[config.mk]
export PLATFORM = sky130hd
export DESIGN_NAME = instr_dcd
export DESIGN_NICKNAME = d
export VERILOG_FILES = /design/src/rtl/instr_dcd.sv
export SDC_FILE = /design/constraint.sdc
export NUM_CORES = 1
export LEC_CHECK = 0
export ABC_CLOCK_PERIOD_IN_PS = 1340
export CAP_MARGIN = 30
export CORE_AREA = 4 4 53 67
export CTS_CLUSTER_DIAMETER = 150
export DETAILED_ROUTE_END_ITERATION = 16
export DIE_AREA = 0 0 57 71
export PLACE_DENSITY = 0.84
export SKIP_LAST_GASP = 1
export SYNTH_ARGS = -nofsm -noshare
export SYNTH_HDL_FRONTEND = slang
export SYNTH_SLANG_ARGS = --single-unit
[constraint.sdc]
create_clock -name clk -period 1.34 [get_ports clk]
set_input_delay 0.335 -clock clk [delete_from_list [all_inputs] [get_ports clk]]
set_output_delay 0.335 -clock clk [all_outputs]
set_load 0.1 [all_outputs]
[src/rtl/instr_dcd.sv]
// Two-byte SPI frame decoder: command byte (R/W + 6-bit address) followed by a
// data byte, producing single-cycle register-file strobes and a read-back latch.
module instr_dcd (
    input  logic       clk,
    input  logic       rst_n,
    input  logic       cs_n,
    input  logic       byte_sync,
    input  logic [7:0] data_in,
    output logic [7:0] data_out,
    output logic       read,
    output logic       write,
    output logic [5:0] addr,
    input  logic [7:0] data_read,
    output logic [7:0] data_write,
    output logic       overrun
);

    localparam int unsigned ST_W   = 3;
    localparam int unsigned ADDR_W = 6;
    localparam int unsigned DATA_W = 8;

    localparam logic [ST_W-1:0] CMD      = 3'd0;
    localparam logic [ST_W-1:0] RD_ISSUE = 3'd1;
    localparam logic [ST_W-1:0] RD_DUMMY = 3'd2;
    localparam logic [ST_W-1:0] WR_DATA  = 3'd3;
    localparam logic [ST_W-1:0] WR_ISSUE = 3'd4;

    logic [ST_W-1:0]   state_q,      state_d;
    logic [ADDR_W-1:0] addr_q,       addr_d;
    logic [DATA_W-1:0] data_write_q, data_write_d;
    logic [DATA_W-1:0] data_out_q,   data_out_d;
    logic              read_q,       read_d;
    logic              write_q,      write_d;
    logic              overrun_q,    overrun_d;
    logic              byte_ok;

    // A byte only counts inside an open frame; cs_n high masks it entirely.
    assign byte_ok = byte_sync & ~cs_n;

    // Strobes are decided one cycle early so they are registered and line up
    // with the ISSUE states they belong to.
    always_comb begin
        state_d      = state_q;
        addr_d       = addr_q;
        data_write_d = data_write_q;
        data_out_d   = data_out_q;
        read_d       = 1'b0;
        write_d      = 1'b0;
        overrun_d    = 1'b0;

        case (state_q)
            CMD: begin
                if (byte_ok) begin
                    addr_d = data_in[ADDR_W-1:0];
                    if (data_in[7]) begin
                        state_d = WR_DATA;
                    end else begin
                        state_d = RD_ISSUE;
                        read_d  = 1'b1;
                    end
                end
            end
            RD_ISSUE: begin
                data_out_d = data_read;
                overrun_d  = byte_ok;
                state_d    = RD_DUMMY;
            end
            RD_DUMMY: begin
                if (byte_ok) begin
                    state_d = CMD;
                end
            end
            WR_DATA: begin
                if (byte_ok) begin
                    data_write_d = data_in;
                    write_d      = 1'b1;
                    state_d      = WR_ISSUE;
                end
            end
            WR_ISSUE: begin
                overrun_d = byte_ok;
                state_d   = CMD;
            end
            default: begin
                state_d = CMD;
            end
        endcase

        if (cs_n) begin
            state_d = CMD;
        end
    end

    always_ff @(posedge clk or negedge rst_n) begin
        if (!rst_n) begin
            state_q      <= CMD;
            addr_q       <= '0;
            data_write_q <= '0;
            data_out_q   <= '0;
            read_q       <= 1'b0;
            write_q      <= 1'b0;
            overrun_q    <= 1'b0;
        end else begin
            state_q      <= state_d;
            addr_q       <= addr_d;
            data_write_q <= data_write_d;
            data_out_q   <= data_out_d;
            read_q       <= read_d;
            write_q      <= write_d;
            overrun_q    <= overrun_d;
        end
    end

    assign data_out   = data_out_q;
    assign read       = read_q;
    assign write      = write_q;
    assign addr       = addr_q;
    assign data_write = data_write_q;
    assign overrun    = overrun_q;

endmodule

Word-level counts from Yosys, hierarchy flattened
Index checks and enable logic that the tools add are counted.
{ "totals": {"ff_bits": 28, "in_bits": 20, "output_inout_bits": 25, "word_cells": 33} }
{ "classes": {"n_eq_ne": 7, "muxes": 12, "bitwise_logic": 2, "reduce_logical": 5} }
{ "ops": {"columns": ["op", "n"], "rows": [
  ["two-way mux 3 bit", 4],
  ["case mux 3 bit (4 select lines)", 1],
  ["inequality test 3 bit, second input constant", 3],
  ["== test 3 x 2 -> 1 bit, second input constant", 2],
  ["two-way mux 1 bit", 6],
  ["AND reduction 2 bit", 2],
  ["== test 3 x 1 -> 1 bit, second input constant", 1],
  ["== test 3 bit, second input constant", 1],
  ["logical NOT 3 bit", 1],
  ["AND reduction 3 bit", 1],
  ["two-way mux 2 bit", 1],
  ["OR reduction 2 bit", 1],
  ["AND 1 bit", 1],
  ["inverter 1 bit", 1]
]} }

Depth between registers and ports, before layout
{ "depth": {"word_depth": 5, "ltp_mapped": 3, "depth_no_buf": 3} }

Least setup slack after synthesis
OpenSTA, ideal clock, no wires.
{ "synth_path": {"path_kind": "register to register", "start": "register state_q[0]", "end": "register data_out_q[0] (netlist: data_out[0])", "arrival_time_ps": 1159, "required_time_ps": 1215, "setup_slack_ps": 56, "stages_incl_launch_ff": 3, "path_buffers": 0, "synth_period_minus_slack_ps": 1284, "path_cell_list": "dfrtp_1 > nor3b_4 > mux2_2"} }
{ "synth_via": {"elab_chain_cells": 1} }
{ "synth_rtl": {"columns": ["item", "line_no", "rtl"], "rows": [
  ["from (decl)", "28", "logic [ST_W-1:0] state_q, state_d;"],
  ["from (signal assigned)", "104", "state_q <= state_d;"],
  ["== test 3 x 1 -> 1 bit", "51", "case (state_q)"],
  ["to (signal assigned)", "107", "data_out_q <= data_out_d;"],
  ["to (decl)", "31", "logic [DATA_W-1:0] data_out_q, data_out_d;"]
]} }
Every way passes these cells.
A chain may end at the register's enable or synchronous reset.

Worst setup path after layout
{ "layout_path": {"start": "input port byte_sync", "end": "register addr_q[0] (netlist: addr[0])"} }
{ "layout_via": {"elab_chain_cells": 2} }
{ "layout_rtl": {"columns": ["item", "line_no", "rtl"], "rows": [
  ["from (decl)", "7", "input logic byte_sync,"],
  ["AND 1 bit", "38", "assign byte_ok = byte_sync & ~cs_n;"],
  ["AND reduction 2 bit (no line)", null, null],
  ["to (signal assigned)", "105", "addr_q <= addr_d;"],
  ["to (decl)", "29", "logic [ADDR_W-1:0] addr_q, addr_d;"]
]} }
Every way passes these cells.

==> flow_summary_export.csv <==
group,metric,value,unit
sta,final_hold_viol_count,0,
synthesis,avgSynthCellArea,16.1,µm²
floorplan,floorplan.initialDensity,36.4,%
cts,cts_hold_buffers,0,
worst_setup_path,reg2reg_depth,3,
route,num_vias,747,
sta,slew_violations,0,
route,drc,0,
place,place_congestion,0.733,
sta,period_share,98.1,%
sta,min_period,1320,ps
global_route,top_usage_layer,"met2",
cells_and_area,final_area,1950,µm²
floorplan,die_x,57,µm
route,detail_route.vias_per_cell,4.73,
worst_setup_path,cp-end-kind,"register",
cells_and_area,fin_nets,144,
sta,fin_skew,1.55,ps
synthesis,ys_async_sr_fraction,100,%
worst_setup_path,crit_type,"in -> reg",
sta,hold_ws,349,ps
route,antenna_left,0,
power_and_ir_drop,peakVddDrop,1.27,mV
worst_setup_path,rrSetupSlack,20,ps
power_and_ir_drop,cellPowerDensity,1980,nW/µm²
worst_setup_path,crit_required,1570,ps
route,drt_pass1_iterations,3,
floorplan,die_area,4050,µm²
worst_setup_path,cpLargestDelayFamily,"buffers and inverters",
floorplan,die_height,71,µm
route,post_drt_wl_per_cell,16.2,µm
power_and_ir_drop,total_leakage_power,0.891,nW
cts,htreeDepth,1,
cts,cts_buffers,3,
worst_setup_path,path_max_fanout,7,
cts,cts.sinks,28,
synthesis,yosysTopAreaCell,"dfrtp_1",
synthesis,synth_nets,86,
global_route,grt_use_met3,3.65,%
synthesis,ys_types,15,
cts,insertion_delay,320,ps
global_route,met1_usage,13.9,%
worst_setup_path,r2r_start,"state_q[1]",
sta,max-slew-margin-rel,83.0,%
global_route,grt_pass1_wl,4.10,mm
synthesis,synth_seq_cells,28,
worst_setup_path,r2r_end,"data_out[4]",
flow_run,drv_cap,0,
worst_setup_path,cp_cell_sequence,"clkdlybuf4s50_1 > nor3b_2 > nand2_2 > mux2_2",
route,first_iter_violations,13,
worst_setup_path,setup.worst_path.start,"byte_sync",
synthesis,yosys_warnings,0,
worst_setup_path,worst_path_max_delay_cell,"clkdlybuf4s50_1",
synthesis,syn-cell-area,1060,µm²
worst_setup_path,setup.worst_path.start_class,"input port",
floorplan,core-area,2920,µm²
sta,grt_setup_unrepaired,"yes",
global_route,antenna_found_initial,0,
global_route,met2_usage,24.4,%
sta,worst_slew_pin_slew,252,ps
synthesis,yosys-top-cells-area,"dfrtp_1, mux2_2, nor3b_4",
synthesis,synth-edff-count,0,
route,finalWirelength,2.56,mm
floorplan,ios,45,
min_path,hold_path.class,"in -> async",
worst_setup_path,crit_buf_inv,1,
global_route,grt_overflow_total,0,
synthesis,synth_cells,66,
synthesis,seq_area_frac_synth,65.9,%
synthesis,yosysMostFrequentCell,"dfrtp_1",
synthesis,netlist.area_leader.share,65.9,%
cts,cts_max_path_buffers,2,
global_route,grt_usage,13.1,%
worst_setup_path,worstPathArrival,1540,ps
cells_and_area,layout-drive-gt1-share,54.9,%
worst_setup_path,crit_path_end,"addr[0]",
sta,setup_viol,0,
cells_and_area,syn_to_final_growth,83.1,%
place,place.detailed.hpwl,2.02,mm
place,placed_cell_area,1880,µm²
global_route,grt_max_degree,29,
synthesis,synth_ff_type,"dfrtp_1",
worst_setup_path,max_stage_delay,500,ps
synthesis,synth_top_cells_by_count,"dfrtp_1, mux2_2, a21oi_1, inv_1, nor2_1",
cts,clockRootBuffer,"clkbuf_4",
cts,path_clk_slew,140,ps
floorplan,rows,22,
global_route,grt_pass1_vias,816,
sta,fmax,760,MHz
place,io_buffers,44,
worst_setup_path,crit_cells,4,
cts,tritoncts,"done",
cells_and_area,antenna_cells,0,
outcome,outcome,"completed",
==> sequential cells by signal (all words and copies together), names as in the netlist <==
signal / count
read: 1
state_q: 3
addr: 6
data_write: 8
data_out: 8
overrun: 1
write: 1
==> how the worst min path moves through the flow <==
stage | startpoint | end | slack [ps] | cells past startpoint
global placement | state_q[2] | state_q[0] | 550 | 1
global route | rst_n | write | 360 | 2
CTS | rst_n | data_out[6] | 360 | 2
floorplan | rst_n | addr[0] | 40 | 0
detailed placement | data_out[2] | data_out[2] | 560 | 1
finish | rst_n | write | 350 | 2
==> where the power goes <==
group / internal [W] / total [W] / switching, W
logic: 0.000872 / 0.00230 / 0.00143
clock network: 0.000106 / 0.000341 / 0.000236
registers: 0.00102 / 0.00121 / 0.000191
total: 0.00199 / 0.00385 / 0.00186
==> through the flow <==
stage	TNS [ps]	setup slack, ps	utilization, %	total power [W]	instances
finish	0	25.0	66.7	0.00385	158
global route	-37.2	-12.5	66.7	0.00397	158
floorplan	0	55.6	-	0.00253	66
global placement	-4700	-328	64.6	0.00347	154
detailed placement	-5360	-396	64.6	0.00351	154
CTS	-21.2	-11.7	65.5	0.00384	157
==> layer usage <==
layer  wire length [µm]  up-vias  part of all wire (%)
li1                   -      344                     -
met1                988      365                    39
met2               1350       34                    53
met3                180        4                   7.0
met4                 31        0                   1.2
met5                  0        -                     0
==> what timing repair did <==
action                                  in CTS  in global routing
endpoints found under the setup margin      14                 22
setup buffers                                0                  1
endpoints found under the hold margin        0                  0
resized for setup                            2                  9
pin swaps                                    0                  2
==> worst reg2reg max path: cells and delay by family, from the launching register on <==
family                 cells  cell delay [ps]
buffers and inverters      1              160
flip-flops                 1              470
multiplexers               1              330
AND/OR/NAND/NOR            1              250
==> placed cells by master (no fill, tap or decap), drive strengths merged <==
cell type,instances
a21oi,2
nand2,1
nor2b,1
nor3,1
nor2,3
dfrtp,28
buf,34
nand4,1
inv,2
nor3b,2
mux2,22
nor4b,1
clkdlybuf4s50,18
o21a,1
xnor2,1
clkbuf,3
dlymetal6s2s,1
==> final cells by class <==
type / instances / area, µm²
timing repair buffer: 53 / 786
inverter: 2 / 7.51
tap: 36 / 45.0
sequential: 28 / 704
clock buffer: 3 / 22.5
fill: 212 / 971
multi-input combinational: 36 / 382
==> kinds of logic after synthesis <==
kind of cell / synth area share, %
flip-flops: 65.9
XOR/XNOR: 0.824
AO/OA/AOI/OAI: 1.65
buffers and inverters: 0.706
AND/OR/NAND/NOR: 7.65
multiplexers: 23.3
Note: power is estimated with default switching activity, not from simulation.
